File: src/rtl/plant_pkg.sv
// Shared constants, M-sensor FSM states and saturating arithmetic for the tank plant emulator.
package plant_pkg;

  localparam int LVL_W      = 8;
  localparam int LVL_MAX    = 200;
  localparam int LVL_LOW    = 20;
  localparam int LVL_HIGH   = 180;
  localparam int FILL_RATE  = 4;
  localparam int DRAIN_RATE = 5;
  localparam int TMP_AMB    = 20;
  localparam int TMP_SET    = 60;
  localparam int TMP_MAX    = 100;
  localparam int COOL_DIV   = 4;
  localparam int MIX_TIME   = 10;
  localparam int M_HOLD     = 3;

  typedef enum logic [1:0] {
    IDLE    = 2'd0,
    PRESS   = 2'd1,
    RELEASE = 2'd2
  } m_state_e;

  // One extra bit of headroom so a sum or difference never wraps before clamping.
  function automatic logic [LVL_W-1:0] sat_add(input logic [LVL_W-1:0] a,
                                               input logic [LVL_W-1:0] b,
                                               input logic [LVL_W-1:0] hi);
    logic [LVL_W:0] s;
    s = {1'b0, a} + {1'b0, b};
    if (s > {1'b0, hi}) return hi;
    return s[LVL_W-1:0];
  endfunction

  function automatic logic [LVL_W-1:0] sat_sub(input logic [LVL_W-1:0] a,
                                               input logic [LVL_W-1:0] b,
                                               input logic [LVL_W-1:0] lo);
    logic [LVL_W:0] d;
    d = {1'b0, a} - {1'b0, b};
    if (d[LVL_W] || (d[LVL_W-1:0] < lo)) return lo;
    return d[LVL_W-1:0];
  endfunction

endpackage

File: src/rtl/plant_um1bb_if.sv
// Controller <-> plant bundle: actuators and tick toward the plant, sensors and state back.
interface plant_um1bb_if #(parameter int LVL_W = 8);
  import plant_pkg::*;

  // Handshake: there is no valid/ready pair; tick is a one-cycle enable that
  // qualifies every state update, and actuator levels are sampled on tick cycles.
  logic             tick;
  logic             start;
  logic             sv;
  logic             cl;
  logic             cn;
  logic             de;
  logic             M;
  logic             SL;
  logic             SG;
  logic             LS;
  logic             LC;
  logic             ovf;
  logic [LVL_W-1:0] level;
  logic [LVL_W-1:0] temp;
  m_state_e         m_state;

  modport master (
    output tick, start, sv, cl, cn, de,
    input  M, SL, SG, LS, LC, ovf, level, temp, m_state
  );

  modport slave (
    input  tick, start, sv, cl, cn, de,
    output M, SL, SG, LS, LC, ovf, level, temp, m_state
  );

endinterface

File: src/rtl/plant_sensor_dly.sv
// Tick-enabled two-stage delay line, one independent lane per bit.
module plant_sensor_dly #(
  parameter int           W       = 4,
  parameter logic [W-1:0] RST_VAL = '0
) (
  input  logic         ck,
  input  logic         rst,
  input  logic         en,
  input  logic [W-1:0] d,
  output logic [W-1:0] q
);

  logic [W-1:0] s1;
  logic [W-1:0] s2;

  always_ff @(posedge ck) begin
    if (rst) begin
      s1 <= RST_VAL;
      s2 <= RST_VAL;
    end else if (en) begin
      s1 <= d;
      s2 <= s1;
    end
  end

  assign q = s2;

endmodule

File: src/rtl/plant_um1bb.sv
// Tank plant emulator: level, temperature, mixing and start-button models advanced on the 1 s tick.
// Define PLANT_SENSOR_DLY_EN to add a two-tick response lag on SL, SG, LS and LC.
module plant_um1bb
  import plant_pkg::*;
#(
  parameter int LVL_MAX    = plant_pkg::LVL_MAX,
  parameter int LVL_LOW    = plant_pkg::LVL_LOW,
  parameter int LVL_HIGH   = plant_pkg::LVL_HIGH,
  parameter int FILL_RATE  = plant_pkg::FILL_RATE,
  parameter int DRAIN_RATE = plant_pkg::DRAIN_RATE,
  parameter int TMP_AMB    = plant_pkg::TMP_AMB,
  parameter int TMP_SET    = plant_pkg::TMP_SET,
  parameter int TMP_MAX    = plant_pkg::TMP_MAX,
  parameter int COOL_DIV   = plant_pkg::COOL_DIV,
  parameter int MIX_TIME   = plant_pkg::MIX_TIME,
  parameter int M_HOLD     = plant_pkg::M_HOLD
) (
  input  logic          ck,
  input  logic          rst,
  plant_um1bb_if.slave  bus
);

  localparam int CD_W  = (COOL_DIV > 1) ? $clog2(COOL_DIV) : 1;
  localparam int MIX_W = $clog2(MIX_TIME + 1);
  localparam int H_W   = (M_HOLD > 1) ? $clog2(M_HOLD) : 1;

  localparam logic [LVL_W-1:0] L_MAX  = LVL_W'(LVL_MAX);
  localparam logic [LVL_W-1:0] L_LOW  = LVL_W'(LVL_LOW);
  localparam logic [LVL_W-1:0] L_HIGH = LVL_W'(LVL_HIGH);
  localparam logic [LVL_W-1:0] F_RATE = LVL_W'(FILL_RATE);
  localparam logic [LVL_W-1:0] D_RATE = LVL_W'(DRAIN_RATE);
  localparam logic [LVL_W-1:0] T_AMB  = LVL_W'(TMP_AMB);
  localparam logic [LVL_W-1:0] T_SET  = LVL_W'(TMP_SET);
  localparam logic [LVL_W-1:0] T_MAX  = LVL_W'(TMP_MAX);
  localparam logic [CD_W-1:0]  CD_END = CD_W'(COOL_DIV - 1);
  localparam logic [MIX_W-1:0] MIX_END = MIX_W'(MIX_TIME);
  localparam logic [H_W-1:0]   H_INIT = H_W'(M_HOLD - 1);

  logic [LVL_W-1:0] level;
  logic [LVL_W-1:0] temp;
  logic [CD_W-1:0]  cdiv;
  logic [MIX_W-1:0] mix;
  logic             ovf;
  m_state_e         state, state_n;
  logic [H_W-1:0]   hold, hold_n;
  logic             req, req_n;

  logic filling, draining, heating;
  assign filling  = bus.sv & ~bus.de;
  assign draining = bus.de & ~bus.sv;
  // Heating an empty tank is ignored, so it falls through to the cooling path.
  assign heating  = bus.cl & (level != '0);

  always_ff @(posedge ck) begin
    if (rst) begin
      level <= '0;
      temp  <= T_AMB;
      cdiv  <= '0;
      mix   <= '0;
      ovf   <= 1'b0;
    end else if (bus.tick) begin
      if (filling)       level <= sat_add(level, F_RATE, L_MAX);
      else if (draining) level <= sat_sub(level, D_RATE, '0);

      if (filling && (level == L_MAX)) ovf <= 1'b1;

      if (heating) begin
        temp <= sat_add(temp, LVL_W'(1), T_MAX);
        cdiv <= '0;
      end else if (cdiv == CD_END) begin
        cdiv <= '0;
        if (temp > T_AMB) temp <= temp - LVL_W'(1);
      end else begin
        cdiv <= cdiv + CD_W'(1);
      end

      if (bus.de)                                              mix <= '0;
      else if (bus.cn && (level != '0) && (mix != MIX_END))    mix <= mix + MIX_W'(1);
    end
  end

  always_ff @(posedge ck) begin
    if (rst) begin
      state <= IDLE;
      hold  <= '0;
      req   <= 1'b0;
    end else begin
      state <= state_n;
      hold  <= hold_n;
      req   <= req_n;
    end
  end

  // A start pulse landing between ticks is held in req until the next tick.
  always_comb begin
    state_n = state;
    hold_n  = hold;
    req_n   = req;
    case (state)
      IDLE: begin
        if (bus.tick && (req || bus.start)) begin
          state_n = PRESS;
          hold_n  = H_INIT;
          req_n   = 1'b0;
        end else if (bus.start) begin
          req_n = 1'b1;
        end
      end
      PRESS: begin
        if (bus.tick) begin
          if (hold == '0) state_n = RELEASE;
          else            hold_n  = hold - H_W'(1);
        end
      end
      RELEASE: begin
        if (bus.tick && !bus.start) state_n = IDLE;
      end
      default: state_n = IDLE;
    endcase
  end

  logic sl_c, sg_c, ls_c, lc_c;
  assign sl_c = (level <= L_LOW);
  assign sg_c = (temp >= T_SET);
  assign ls_c = (level >= L_HIGH);
  assign lc_c = (mix == MIX_END);

`ifdef PLANT_SENSOR_DLY_EN
  logic [3:0] sens_q;
  plant_sensor_dly #(.W(4), .RST_VAL(4'b1000)) u_dly (
    .ck  (ck),
    .rst (rst),
    .en  (bus.tick),
    .d   ({sl_c, sg_c, ls_c, lc_c}),
    .q   (sens_q)
  );
  assign {bus.SL, bus.SG, bus.LS, bus.LC} = sens_q;
`else
  assign {bus.SL, bus.SG, bus.LS, bus.LC} = {sl_c, sg_c, ls_c, lc_c};
`endif

  assign bus.M       = (state == PRESS);
  assign bus.ovf     = ovf;
  assign bus.level   = level;
  assign bus.temp    = temp;
  assign bus.m_state = state;

endmodule

File: src/flat_wrapper.sv
// flat-port wrapper written by rule: the top's interface ports become plain ports
module plant_um1bb_flat import plant_pkg::*;
#(
  parameter int LVL_MAX    = plant_pkg::LVL_MAX,
  parameter int LVL_LOW    = plant_pkg::LVL_LOW,
  parameter int LVL_HIGH   = plant_pkg::LVL_HIGH,
  parameter int FILL_RATE  = plant_pkg::FILL_RATE,
  parameter int DRAIN_RATE = plant_pkg::DRAIN_RATE,
  parameter int TMP_AMB    = plant_pkg::TMP_AMB,
  parameter int TMP_SET    = plant_pkg::TMP_SET,
  parameter int TMP_MAX    = plant_pkg::TMP_MAX,
  parameter int COOL_DIV   = plant_pkg::COOL_DIV,
  parameter int MIX_TIME   = plant_pkg::MIX_TIME,
  parameter int M_HOLD     = plant_pkg::M_HOLD
)
  (ck, rst, bus_tick, bus_start, bus_sv, bus_cl, bus_cn, bus_de, bus_M, bus_SL, bus_SG, bus_LS, bus_LC, bus_ovf, bus_level, bus_temp, bus_m_state);
  plant_um1bb_if #(.LVL_W(8)) bus_i ();
  input  logic ck;
  input  logic rst;
  input wire logic [$bits(bus_i.tick)-1:0] bus_tick;
  input wire logic [$bits(bus_i.start)-1:0] bus_start;
  input wire logic [$bits(bus_i.sv)-1:0] bus_sv;
  input wire logic [$bits(bus_i.cl)-1:0] bus_cl;
  input wire logic [$bits(bus_i.cn)-1:0] bus_cn;
  input wire logic [$bits(bus_i.de)-1:0] bus_de;
  output wire logic [$bits(bus_i.M)-1:0] bus_M;
  output wire logic [$bits(bus_i.SL)-1:0] bus_SL;
  output wire logic [$bits(bus_i.SG)-1:0] bus_SG;
  output wire logic [$bits(bus_i.LS)-1:0] bus_LS;
  output wire logic [$bits(bus_i.LC)-1:0] bus_LC;
  output wire logic [$bits(bus_i.ovf)-1:0] bus_ovf;
  output wire logic [$bits(bus_i.level)-1:0] bus_level;
  output wire logic [$bits(bus_i.temp)-1:0] bus_temp;
  output wire logic [$bits(bus_i.m_state)-1:0] bus_m_state;
  assign bus_i.tick = bus_tick;
  assign bus_i.start = bus_start;
  assign bus_i.sv = bus_sv;
  assign bus_i.cl = bus_cl;
  assign bus_i.cn = bus_cn;
  assign bus_i.de = bus_de;
  assign bus_M = bus_i.M;
  assign bus_SL = bus_i.SL;
  assign bus_SG = bus_i.SG;
  assign bus_LS = bus_i.LS;
  assign bus_LC = bus_i.LC;
  assign bus_ovf = bus_i.ovf;
  assign bus_level = bus_i.level;
  assign bus_temp = bus_i.temp;
  assign bus_m_state = bus_i.m_state;
  plant_um1bb #(.LVL_MAX(LVL_MAX), .LVL_LOW(LVL_LOW), .LVL_HIGH(LVL_HIGH), .FILL_RATE(FILL_RATE), .DRAIN_RATE(DRAIN_RATE), .TMP_AMB(TMP_AMB), .TMP_SET(TMP_SET), .TMP_MAX(TMP_MAX), .COOL_DIV(COOL_DIV), .MIX_TIME(MIX_TIME), .M_HOLD(M_HOLD)) u_core (.ck(ck), .rst(rst), .bus(bus_i));
endmodule
File: config.mk
export PLATFORM = sky130hd
export DESIGN_NAME = plant_um1bb_flat
export DESIGN_NICKNAME = d
export VERILOG_FILES = /design/src/rtl/plant_pkg.sv /design/src/rtl/plant_um1bb_if.sv /design/src/rtl/plant_sensor_dly.sv /design/src/rtl/plant_um1bb.sv /design/src/flat_wrapper.sv
export SDC_FILE = /design/constraint.sdc
export NUM_CORES = 1
export LEC_CHECK = 0
export BUFFER_PORTS_ARGS = -buffer_cell sky130_fd_sc_hd__buf_2
export CAP_MARGIN = 15
export CORE_UTILIZATION = 45
export CTS_CLUSTER_SIZE = 24
export DETAILED_ROUTE_END_ITERATION = 7
export GPL_TIMING_DRIVEN = 0
export HOLD_SLACK_MARGIN = 0.05
export MAX_ROUTING_LAYER = met4
export PLACE_DENSITY = 0.68
export SYNTH_ARGS = -nofsm -noshare
export SYNTH_HDL_FRONTEND = slang
export SYNTH_SLANG_ARGS = --single-unit
File: constraint.sdc
create_clock -name ck -period 3 [get_ports ck]
set_clock_uncertainty 0.1 [all_clocks]
set_input_delay 0.15 -clock ck [delete_from_list [all_inputs] [get_ports ck]]
set_output_delay 0.15 -clock ck [all_outputs]
set_load 0.01 [all_outputs]
; ---- Word-level counts from Yosys, hierarchy flattened
; Cells that the tools add are included.
[totals]
reg_bits = 28
latchBits = 0
ramBits = 0
rom_bits = 0
inputBits = 8
out_inout_bits = 24
memories = 0
[op_classes]
addsub = 7
mul = 0
n_div = 0
magnitude_cmp = 7
eq_ne = 11
n_shift = 0
muxes = 39
bitwise = 5
n_reduce_logical = 24
[op_table]
columns = op, count
row1 = 8-bit 2-to-1 mux, 11
row2 = 2-bit 2-to-1 mux, 9
row3 = 1-bit 2-to-1 mux, 15
row4 = 2-bit nonzero test, 6
row5 = 8-bit by 1-bit adder with 9-bit output (second input constant), 1
row6 = 8-bit by 3-bit adder with 9-bit output (second input constant), 1
row7 = 9-bit by 7-bit greater-than comparator with 1-bit output (second input constant), 1
row8 = 9-bit by 8-bit greater-than comparator with 1-bit output (second input constant), 1
row9 = 8-bit by 3-bit subtractor with 9-bit output (second input constant), 1
row10 = 8-bit equality test (second input constant), 1
row11 = 8-bit by 6-bit >= comparator with 1-bit output (second input constant), 1
row12 = 8-bit >= comparator (second input constant), 1
row13 = 8-bit by 5-bit greater-than comparator with 1-bit output (second input constant), 1
row14 = 8-bit by 5-bit <= comparator with 1-bit output (second input constant), 1
row15 = 8-bit by 1-bit less-than comparator with 1-bit output (second input constant), 1
row16 = 4-bit 2-to-1 mux, 2
row17 = 2-bit AND reduction, 4
row18 = 4-bit AND reduction, 2
row19 = 8-bit nonzero test, 1
row20 = 8-bit by 1-bit subtractor with 8-bit output (second input constant), 1
row21 = 2-bit by 1-bit != test with 1-bit output (second input constant), 3
row22 = 2-bit case mux with 3 select lines, 1
row23 = 1-bit logical AND, 5
row24 = 4-bit by 1-bit adder with 4-bit output (second input constant), 1
row25 = 14 further kinds, 21

; ---- Longest topological paths before layout
; Gate-level depths: netlist (run 1).
[depth]
depth_word = 11
ltp_mapped = 9
depth_no_buf = 8

; ---- Least setup slack after synthesis (run 1)
; Ideal clock, no wire load.
[synth_path]
path_type = flip-flop to flip-flop
start = register u_core.level[2] (netlist: u_core.bus.level[2])
end = register u_core.temp[3] (netlist: u_core.bus.temp[3])
setup_ps = 100
arrival_time_ps = 2034
required_ps = 2800
slack_ps = 766
path_stages_with_launch = 9
n_path_buf = 1
period_less_slack_ps = 2234
cell_sequence = dfxtp_1 inv_1 ha_1 nand4bb_1 o21ai_2 buf_4 a31oi_1 a21oi_1 a2111oi_4
[synth_between]
elab_chain_len = 4
[synth_rtl]
columns = element, line
row1 = from (decl), plant_um1bb.sv:39  ; logic [LVL_W-1:0] level;
row2 = from (signal assigned), plant_um1bb.sv:62  ; if (filling) level <= sat_add(level, F_RATE, L_MAX);
row3 = from (signal assigned), plant_um1bb.sv:63  ; else if (draining) level <= sat_sub(level, D_RATE, '0);
row4 = 8-bit nonzero test *, plant_um1bb.sv:52  ; assign heating = bus.cl & (level != '0);
row5 = 1-bit bitwise AND *, plant_um1bb.sv:52
row6 = 2-bit nonzero test (no line), --
row7 = 3-bit AND reduction (no line), --
row8 = to (signal assigned), plant_um1bb.sv:68  ; temp <= sat_add(temp, LVL_W'(1), T_MAX);
row9 = to (signal assigned), plant_um1bb.sv:72  ; if (temp > T_AMB) temp <= temp - LVL_W'(1);
row10 = to (decl), plant_um1bb.sv:40  ; logic [LVL_W-1:0] temp;
; Every way passes the cells marked *; elsewhere a longest branch is shown, timed or not.
; A chain may end at the register's enable or synchronous reset.

; ---- Worst setup path in the final report (run 1)
[layout_path]
start = register u_core.level[3] (netlist: u_core.bus.level[3])
end = register u_core.temp[3] (netlist: u_core.bus.temp[3])
; The elaborated chain is that of the path after synthesis.

==> flow_metrics.py, run 1 <==
metrics = {
    "global_route": {
        "grtUsageTotal": 0.218,
        "grt_pass1_vias": 1825,
        "grt_max_degree": 16,
        "grt_pass1_wl_um": 8880,
        "antenna_found_initial": 0,
        "overflow": 0,
    },
    "placement": {
        "dpl_cell_area_mm2": 0.00246,
        "dp.cells": 382,
        "gp_congestion": 0.868,
        "dp_hpwl_um": 3760,
        "numPortBuffers": 31,
    },
    "cts": {
        "post_cts.repair.setup_buffers": 0,
        "cts_htree_levels": 1,
        "cts_tree": "yes",
        "clk_pin_slew_ps": 110,
        "cts_buffers": 3,
        "clk_latency_ps": 280,
        "clockBufferDepth": 2,
        "clock-root-buffer": "clkbuf_8",
        "cts_sinks": 28,
    },
    "synth": {
        "syn-cell-area_mm2": 0.00222,
        "synth_top_cell_by_area": "dfxtp_1",
        "synth_warnings": 0,
        "synth.top_cells.by_area": "dfxtp_1 (25%), ha_1 (9.6%), a21oi_1 (6.5%), nor2_1 (3.9%), nand2_1 (3.4%)",
        "synth.distinct_cells": 60,
        "synth.most_common_cell": "a21oi_1",
        "ys_seq_area_frac": 0.252,
        "syn_area_per_cell_um2": 7.83,
        "synth_ff_type": "dfxtp_1",
        "netlist_top_cells_count": "a21oi_1 (29), dfxtp_1 (28), nor2_1 (23)",
        "synthCells": 284,
        "synth_nets": 309,
        "synth_top_area_share": 0.252,
        "synth-seq-cells": 28,
        "synth_edf_count": 0,
        "async_reset_ff_frac": 0,
    },
    "floorplan": {
        "rows": 25,
        "dieArea_mm2": 0.00523,
        "die_width_um": 72.3,
        "ios": 32,
        "start_util": 0.471,
        "core_area_mm2": 0.00472,
        "die_h_um": 72.3,
    },
    "cells_and_area": {
        "fin_util": 0.535,
        "final_cell_area_mm2": 0.00253,
        "nets": 346,
        "seq_area_um2": 561,
        "nFillCells": 458,
        "antennaDiodeCount": 0,
        "drive_gt1_frac": 0.213,
        "multiInputGateArea_mm2": 0.00150,
        "stdcell_count": 387,
        "syn_to_final_growth_pct": 13.7,
    },
    "pwr": {
        "power.density_mw_per_mm2": 363,
        "leakage_nw": 1.05,
        "totalPowerFinal_uw": 919,
        "vdd_ir_drop_max_uv": 230,
    },
    "setup_path": {
        "reg2reg_to": "u_core.bus.temp[3]$_SDFFE_PP0P_",
        "worstPathRequired_ps": 3080,
        "cp-start-kind": "flop",
        "end_kind": "flop",
        "reg2reg_slack_ps": 370,
        "path_cells": "inv_1 > ha_1 > nand4bb_1 > o21ai_2 > buf_4 > a31oi_1 > a21oi_1 > a2111oi_4",
        "worst_path_largest_cell_delay_ps": 520,
        "arrival_ps": 2710,
        "cp_max_fo": 10,
        "crit_slowest_cell": "dfxtp_1",
        "worstSetupPathType": "flop to flop",
        "critPathCapture": "u_core.bus.temp[3]$_SDFFE_PP0P_",
        "r2r_start": "u_core.bus.level[3]$_SDFFE_PP0P_",
        "ff2ff_path_depth": 8,
        "critPathLaunch": "u_core.bus.level[3]$_SDFFE_PP0P_",
    },
    "sta": {
        "finalCritPeriodShare": 0.875,
        "setup_viol": 0,
        "tightestPinTransition_ps": 635,
        "period_needed_ps": 2630,
        "fmax_mhz": 381,
        "tns_ps": 0,
        "rsz0062_at_grt": "false",
        "hold_viol": 0,
        "relSlewSlack": 0.571,
        "slew_violations": 0,
    },
    "routing": {
        "vias_per_cell": 5.70,
        "vias": 2204,
        "avgRoutedWirePerCell_um": 13.8,
        "firstDrtPassIters": 5,
        "drt.antenna.violating_nets": 0,
        "drcViolationCount": 0,
        "routed_wl_um": 5340,
        "drt_iter0_drc": 287,
    },
    "outcome": {
        "outcome": "completed",
    },
    "run": {
        "maxCapViolCount": 0,
    },
    "worst_hold_path": {
        "hp-class": "input port to flop",
    },
}
[placed cells by master (no fill, tap or decap), types with 2 or more instances in the layout]
master	count
a211o_2	2
a211oi_1	7
a21o_1	3
a21oi_1	29
a22oi_1	3
a31o_2	3
a31oi_1	4
a41oi_1	2
and2_4	2
and4_2	2
buf_1	2
buf_2	37
buf_4	3
clkbuf_1	4
clkbuf_8	4
dfxtp_1	28
ha_1	17
inv_1	19
mux2i_1	2
nand2_1	20
nand2b_1	2
nand3_1	14
nand4_1	5
nor2_1	23
nor2b_1	4
nor3_1	10
nor4_1	5
o211ai_1	3
o21a_1	2
o21ai_0	9
o22ai_1	2
o31ai_1	2
o32ai_1	2
or2_2	2
or3_1	5
or3_2	2
or4b_2	2
xnor2_1	4
xor2_1	6
[where the power goes]
part           switching, mW  total [mW]  internal [mW]
clock network          0.130       0.248          0.118
registers             0.0221       0.412          0.390
logic                  0.155       0.259          0.104
[cells by family (layout without fill, tap and decap cells)]
family	Yosys count	in the layout	synth area share
and+or+nand+nor	107	107	0.264
DFF	28	28	0.252
AOI/OAI and AO/OA	84	84	0.265
adders and majority gates	17	17	0.0957
buffers and inverters	36	72	0.0748
xor gates and xnor gates	10	10	0.0394
muxes	2	2	0.00900
[timing repair]
action / in CTS / in global routing
resized for setup: 0 / 0
hold buffers: 1 / 0
endpoints found under the hold margin: 1 / 0
[worst min path at each step]
stage                         start                                 end  cells past startpoint
after floorplan                 rst    u_core.bus.level[4]$_SDFFE_PP0P_                      2
after global placement          rst    u_core.bus.level[4]$_SDFFE_PP0P_                      3
after detailed placement        rst    u_core.bus.level[4]$_SDFFE_PP0P_                      3
after CTS                 bus_start  u_core.bus.m_state[1]$_SDFFE_PP0P_                      3
after global routing      bus_start  u_core.bus.m_state[1]$_SDFFE_PP0P_                      3
final                     bus_start  u_core.bus.m_state[1]$_SDFFE_PP0P_                      3
[per-stage QoR]
| stage | hold slack, ps | worst slack [ps] |
|---|---|---|
| after global routing | 134 | 174 |
| after CTS | 106 | 372 |
| final | 105 | 374 |
| after floorplan | 244 | 766 |
| after detailed placement | 346 | 409 |
| after global placement | 347 | 416 |
[routing by layer]
layer,share of wire,global-route usage,vias up
met5,0,-,-
met2,0.43,0.303,56
met1,0.52,0.338,1036
met3,0.050,0.0264,2
li1,-,-,1110
met4,0.0043,0.0327,0
[state kept, by name, summed over array words and instances (netlist names)]
| register | count |
|---|---|
| u_core.cdiv | 2 |
| u_core.bus.level | 8 |
| u_core.bus.ovf | 1 |
| u_core.mix | 4 |
| u_core.hold | 2 |
| u_core.bus.m_state | 2 |
| u_core.bus.temp | 8 |
| u_core.req | 1 |
[critical path: cells and delay by family (launching register included)]
| family | cells | cell delay (ps) |
|---|---|---|
| AOI/OAI and AO/OA | 4 | 1090 |
| adders and majority gates | 1 | 270 |
| buffers and inverters | 2 | 370 |
| DFF | 1 | 520 |
| and+or+nand+nor | 1 | 170 |
[area by class of cell]
class | instances | share of cell area
Timing Repair Buffer | 32 | 0.0653
Inverter | 19 | 0.0282
Clock buffer | 4 | 0.0218
Multi-Input combinational cell | 220 | 0.592
Sequential cell | 28 | 0.222
Tap cell | 67 | 0.0332
Buffer | 17 | 0.0376
Note: power is estimated with default switching activity, not from simulation.
==> run 2, diff against run 1 <==
- REMOVE_ABC_BUFFERS: not set -> 1
==> run 2 against run 1 <==
  * Combinational power is 10% lower
  * Register-to-register slack worse by 80 ps
  * Hold slack gained 12 ps
  * Critical path depth decreased by 1
  * Sequential share of layout area is 0.96 points higher
  * Sequential power rose by 3%
  * Final area fell by 4.2%
  * Worst setup slack got worse by 78 ps
  * Power down 2.8%
==> flow_metrics.py, run 2 (synthesis results as in run 1) <==
metrics = {
    "routing": {
        "firstDrtPassIters": 4,
        "drt.antenna.violating_nets": 0,
        "avgRoutedWirePerCell_um": 13.8,
        "drcViolationCount": 0,
        "vias": 2115,
        "drt_iter0_drc": 146,
        "routed_wl_um": 5090,
        "vias_per_cell": 5.73,
    },
    "sta": {
        "setup_viol": 0,
        "relSlewSlack": 0.539,
        "tns_ps": 0,
        "slew_violations": 0,
        "hold_viol": 0,
        "finalCritPeriodShare": 0.901,
        "period_needed_ps": 2700,
        "fmax_mhz": 370,
        "timing.hold.ws_ps": 117,
        "rsz0062_at_grt": "false",
        "tightestPinTransition_ps": 683,
    },
    "floorplan": {
        "start_util": 0.471,
        "die_h_um": 72.3,
        "rows": 25,
        "dieArea_mm2": 0.00523,
        "core_area_mm2": 0.00472,
        "die_width_um": 72.3,
        "ios": 32,
    },
    "outcome": {
        "outcome": "completed",
    },
    "cells_and_area": {
        "drive_gt1_frac": 0.189,
        "syn_to_final_growth_pct": 8.95,
        "mostFrequentLayoutCell": "buf_2",
        "stdcell_count": 369,
        "final_cell_mix": "buf_2 (31), a21oi_1 (29), dfxtp_1 (28)",
        "final_cell_area_mm2": 0.00242,
        "layout_top_registers": "u_core.bus.level: 8 flops, u_core.bus.temp: 8 flops, u_core.mix: 4 flops",
        "antennaDiodeCount": 0,
        "nets": 328,
    },
    "pwr": {
        "leakage_nw": 0.986,
        "power.density_mw_per_mm2": 369,
        "vdd_ir_drop_max_uv": 188,
        "power.switching_uw": 291,
        "clockPowerShare": 0.264,
        "p_comb_frac": 0.261,
        "switching_share": 0.325,
        "p_int_uw": 603,
        "power_frac_seq": 0.475,
    },
    "setup_path": {
        "arrival_ps": 2790,
        "cp_max_fo": 12,
        "reg2reg_slack_ps": 300,
        "r2r_start": "u_core.bus.level[3]$_SDFFE_PP0P_",
        "critPathLaunch": "u_core.bus.level[3]$_SDFFE_PP0P_",
        "reg2reg_to": "u_core.bus.temp[3]$_SDFFE_PP0P_",
        "cp-start-kind": "flop",
        "critPathCapture": "u_core.bus.temp[3]$_SDFFE_PP0P_",
        "end_kind": "flop",
        "worstPathRequired_ps": 3090,
        "ff2ff_path_depth": 7,
        "worstSetupPathType": "flop to flop",
    },
    "run": {
        "maxCapViolCount": 0,
    },
    "placement": {
        "numPortBuffers": 31,
        "gp_congestion": 0.860,
        "dp.cells": 365,
        "dpl_cell_area_mm2": 0.00237,
        "dp_hpwl_um": 3570,
    },
    "cts": {
        "clock-root-buffer": "clkbuf_8",
        "clockBufferDepth": 2,
        "clk_pin_slew_ps": 100,
        "cts_htree_levels": 1,
        "post_cts.repair.setup_buffers": 0,
        "cts_tree": "yes",
        "ctsResizeCount": 0,
        "cts_hold_buf": 0,
        "cts_buffers": 3,
        "cts_sinks": 28,
        "clk_latency_ps": 270,
    },
    "global_route": {
        "overflow": 0,
        "grt_pass1_vias": 1903,
        "grt_pass1_wl_um": 8710,
        "grtUsageTotal": 0.212,
        "antenna_found_initial": 0,
        "grt_max_degree": 30,
    },
    "worst_hold_path": {
        "hp-class": "input port to flop",
    },
}
[run 2: worst min path at each step]
stage / from / endpoint / slack [ps] / cells past startpoint
after CTS: bus_start / u_core.bus.m_state[1]$_SDFFE_PP0P_ / 120 / 3
after global placement: u_core.cdiv[1]$_SDFFE_PP0P_ / u_core.cdiv[1]$_SDFFE_PP0P_ / 350 / 2
final: bus_start / u_core.bus.m_state[1]$_SDFFE_PP0P_ / 120 / 3
after floorplan: rst / u_core.bus.temp[3]$_SDFFE_PP0P_ / 110 / 1
after global routing: bus_start / u_core.bus.m_state[1]$_SDFFE_PP0P_ / 130 / 3
after detailed placement: u_core.hold[1]$_SDFFE_PP0P_ / u_core.hold[1]$_SDFFE_PP0P_ / 360 / 2
[run 2: per-layer routing]
metal,up-vias,GRT usage,part of all wire,wire [µm]
met2,37,0.324,0.46,2340
met3,4,0.0306,0.028,144
met4,0,0.0675,0.0079,40
li1,1077,-,-,-
met5,-,-,0,0
met1,997,0.289,0.50,2570
[run 2: area by class of cell]
type	instances	area, µm²
Timing Repair Buffer	31	155
Tap cell	67	83.8
Multi-Input combinational cell	220	1500
Inverter	19	71.3
Clock buffer	4	55.1
Sequential cell	28	561
Fill cell	469	2300
[run 2: worst max-delay path: stages, from the launching register on]
cell and delay (ps):
dfxtp_1 400, inv_1 220, ha_1 250, nand4bb_1 180, o21ai_2 480, a31oi_1 370
and3_1 310, a2111oi_4 300
[run 2: power groups by stage]
stage	registers, mW	clock network, mW	logic, mW
final	0.424	0.236	0.233
after global routing	0.429	0.259	0.264
after CTS	0.424	0.247	0.232
after detailed placement	0.433	0	0.230
after global placement	0.432	0	0.228
after floorplan	0.430	0	0.160
[run 2: metrics by stage]
step / power, mW / worst slack (ps) / utilization
5_1_grt: 0.953 / 31.2 / 0.513
3_3_place_gp: 0.660 / 357 / 0.501
3_5_place_dp: 0.663 / 305 / 0.501
6_report: 0.893 / 296 / 0.513
4_1_cts: 0.903 / 279 / 0.513
2_1_floorplan: 0.590 / 731 / -
==> run 3, diff against run 2 <==
- SYNTH_HIERARCHICAL: not set -> 1
==> run 3 against run 2 <==
  * Critical path depth grew 2
  * Clock power about the same
  * Sequential power is 2% lower
  * Worst setup slack worse by 1.9 ps
  * Fmax about the same
  * Flip-flop and latch count is the same
  * Critical endpoint is now u_core/bus.level[2]$_SDFFE_PP0P_
  * Cell count is 4.6% higher
==> flow_metrics.py, run 3 <==
metrics = {
    "synth": {
        "synthCells": 301,
        "synth.distinct_cells": 51,
        "synth-seq-cells": 28,
        "synth.most_common_cell": "nor2_1",
        "ys_seq_area_frac": 0.251,
        "synth.top_cells.by_area": "dfxtp_1 (25%), ha_1 (10%), a21oi_1 (5.8%), nor2_1 (5.2%), nand2_1 (4.4%)",
        "netlist_top_cells_count": "nor2_1 (31), dfxtp_1 (28), a21oi_1 (26), nand2_1 (26), inv_1 (25)",
        "async_reset_ff_frac": 0,
        "synth_top_cell_by_area": "dfxtp_1",
        "syn_area_per_cell_um2": 7.42,
        "syn-cell-area_mm2": 0.00223,
        "synth_top_area_share": 0.251,
        "synth_warnings": 6,
        "synth_edf_count": 0,
        "synth_ff_type": "dfxtp_1",
    },
    "sta": {
        "relSlewSlack": 0.599,
        "rsz0062_at_grt": "false",
        "tns_ps": 0,
        "hold_viol": 0,
        "finalCritPeriodShare": 0.902,
        "fmax_mhz": 370,
        "tightestPinTransition_ps": 600,
        "period_needed_ps": 2710,
        "slew_violations": 0,
        "setup_viol": 0,
    },
    "setup_path": {
        "worst_path_largest_cell_delay_ps": 470,
        "critPathCapture": "u_core/bus.level[2]$_SDFFE_PP0P_",
        "crit_slowest_cell": "a2111oi_0",
        "critPathLaunch": "u_core/bus.level[3]$_SDFFE_PP0P_",
        "ff2ff_path_depth": 9,
        "end_kind": "flop",
        "reg2reg_slack_ps": 290,
        "reg2reg_to": "u_core/bus.level[2]$_SDFFE_PP0P_",
        "worstPathRequired_ps": 3030,
        "worstSetupPathType": "flop to flop",
        "path_cells": "inv_1 > ha_1 > a21boi_1 > o31ai_1 > a222oi_1 > buf_4 > a21oi_1 > a211oi_1 > a2111oi_0",
        "r2r_start": "u_core/bus.level[3]$_SDFFE_PP0P_",
        "crit_cells": 9,
        "cp-start-kind": "flop",
        "path_buf_inv": 2,
        "arrival_ps": 2730,
        "cp_max_fo": 10,
        "critPathTopFamily": "compound AO/OA/AOI/OAI gates",
    },
    "floorplan": {
        "core_area_mm2": 0.00475,
        "start_util": 0.470,
        "dieArea_mm2": 0.00525,
        "die_width_um": 72.5,
        "die_h_um": 72.5,
        "ios": 32,
        "rows": 25,
    },
    "outcome": {
        "outcome": "completed",
    },
    "global_route": {
        "grt_pass1_vias": 1920,
        "grt_max_degree": 26,
        "antenna_found_initial": 0,
        "overflow": 0,
        "grt_pass1_wl_um": 8910,
        "grtUsageTotal": 0.217,
    },
    "cells_and_area": {
        "final_cell_mix": "buf_2 (31), nor2_1 (31), nand2_1 (26), dfxtp_1 (26)",
        "nFillCells": 495,
        "antennaDiodeCount": 0,
        "nets": 346,
        "layout_top_registers": "u_core/bus.level: 8 flops, u_core/bus.temp: 8 flops, u_core/mix: 4 flops",
        "syn_to_final_growth_pct": 10.3,
        "drive_gt1_frac": 0.138,
    },
    "pwr": {
        "vdd_ir_drop_max_uv": 295,
        "p_comb_frac": 0.206,
        "power.switching_uw": 246,
        "switching_share": 0.301,
        "totalPowerFinal_uw": 817,
        "power_frac_seq": 0.509,
        "p_int_uw": 571,
        "leakage_nw": 0.993,
        "power.density_mw_per_mm2": 332,
        "clockPowerShare": 0.285,
    },
    "routing": {
        "routed_wl_um": 5450,
        "drcViolationCount": 0,
        "vias": 2272,
        "vias_per_cell": 5.89,
        "avgRoutedWirePerCell_um": 14.1,
        "drt_iter0_drc": 234,
        "drt.antenna.violating_nets": 0,
        "firstDrtPassIters": 5,
    },
    "placement": {
        "numPortBuffers": 31,
        "dp_hpwl_um": 3770,
        "gp_congestion": 0.908,
    },
    "cts": {
        "cts_hold_buf": 0,
        "clockBufferDepth": 2,
        "cts_buffers": 3,
        "cts_htree_levels": 1,
        "clk_latency_ps": 270,
        "clock-root-buffer": "clkbuf_8",
        "cts_tree": "yes",
        "clk_pin_slew_ps": 90,
        "cts_sinks": 28,
    },
    "worst_hold_path": {
        "hp-class": "input port to flop",
        "whs_path_depth": 3,
    },
    "run": {
        "maxCapViolCount": 0,
    },
}
==> run 3: what timing repair did <==
action / in CTS / in global routing
pin swaps: 1 / 0
setup buffers: 1 / 0
resized for setup: 0 / 4
endpoints found under the hold margin: 0 / 0
cloned: 0 / 0
setup endpoints to repair: 3 / 10
==> run 3: power groups by stage <==
stage / clock network (mW) / logic, mW / registers [mW]
2_1_floorplan: 0 / 0.113 / 0.421
3_3_place_gp: 0 / 0.162 / 0.424
3_5_place_dp: 0 / 0.164 / 0.424
4_1_cts: 0.243 / 0.165 / 0.416
5_1_grt: 0.260 / 0.189 / 0.420
6_report: 0.233 / 0.168 / 0.416
==> run 3: worst min-delay path by stage <==
| stage | start | endpoint |
|---|---|---|
| 2_1_floorplan | rst | u_core/bus.level[0]$_SDFFE_PP0P_ |
| 3_3_place_gp | u_core/cdiv[1]$_SDFFE_PP0P_ | u_core/cdiv[1]$_SDFFE_PP0P_ |
| 3_5_place_dp | u_core/cdiv[1]$_SDFFE_PP0P_ | u_core/cdiv[1]$_SDFFE_PP0P_ |
| 4_1_cts | bus_start | u_core/req$_SDFFE_PP0P_ |
| 5_1_grt | bus_start | u_core/bus.m_state[1]$_SDFFE_PP0P_ |
| 6_report | bus_start | u_core/req$_SDFFE_PP0P_ |
==> run 3: worst reg2reg max path, delay by kind of cell (launching register included) <==
kind            cells  cell delay, ps
compound gates      6            1300
buf+inv             2             360
fa+ha+maj           1             340
flops               1             460
==> run 3: kinds of logic after synthesis <==
family | count (synthesis) | share of synthesized area
DFF | 28 | 0.251
AOI/OAI and AO/OA | 91 | 0.271
adders and majority gates | 18 | 0.101
and+or+nand+nor | 110 | 0.256
muxes | 3 | 0.0134
xor gates and xnor gates | 8 | 0.0314
buffers and inverters | 43 | 0.0767
==> run 3: area by class of cell <==
type / count / area, µm² / share of cell area
inverter: 25 / 93.8 / 0.0381
multi-input combinational: 230 / 1510 / 0.611
clock buffer: 4 / 55.1 / 0.0223
tap: 67 / 83.8 / 0.0340
sequential: 28 / 563 / 0.228
timing repair buffer: 32 / 163 / 0.0660
==> run 3: stage by stage <==
stage                     hold slack (ps)   util  cells  cell area (µm²)  setup slack, ps
after CTS                            97.9  0.517    386             2460             31.3
after detailed placement              359  0.504    381             2400            -65.8
after global placement                343  0.504    381             2400            -34.6
after floorplan                       119      -    283             2160              442
after global routing                  125  0.518    386             2460             45.5
final                                 109  0.518    386             2460              294
==> run 3: per-layer routing <==
| layer | up-vias | track usage | share of wire |
|---|---|---|---|
| met5 | - | - | 0 |
| met4 | 0 | 0.0436 | 0.0042 |
| met3 | 4 | 0.0319 | 0.043 |
| met2 | 73 | 0.321 | 0.44 |
| met1 | 1059 | 0.312 | 0.51 |
| li1 | 1136 | - | - |
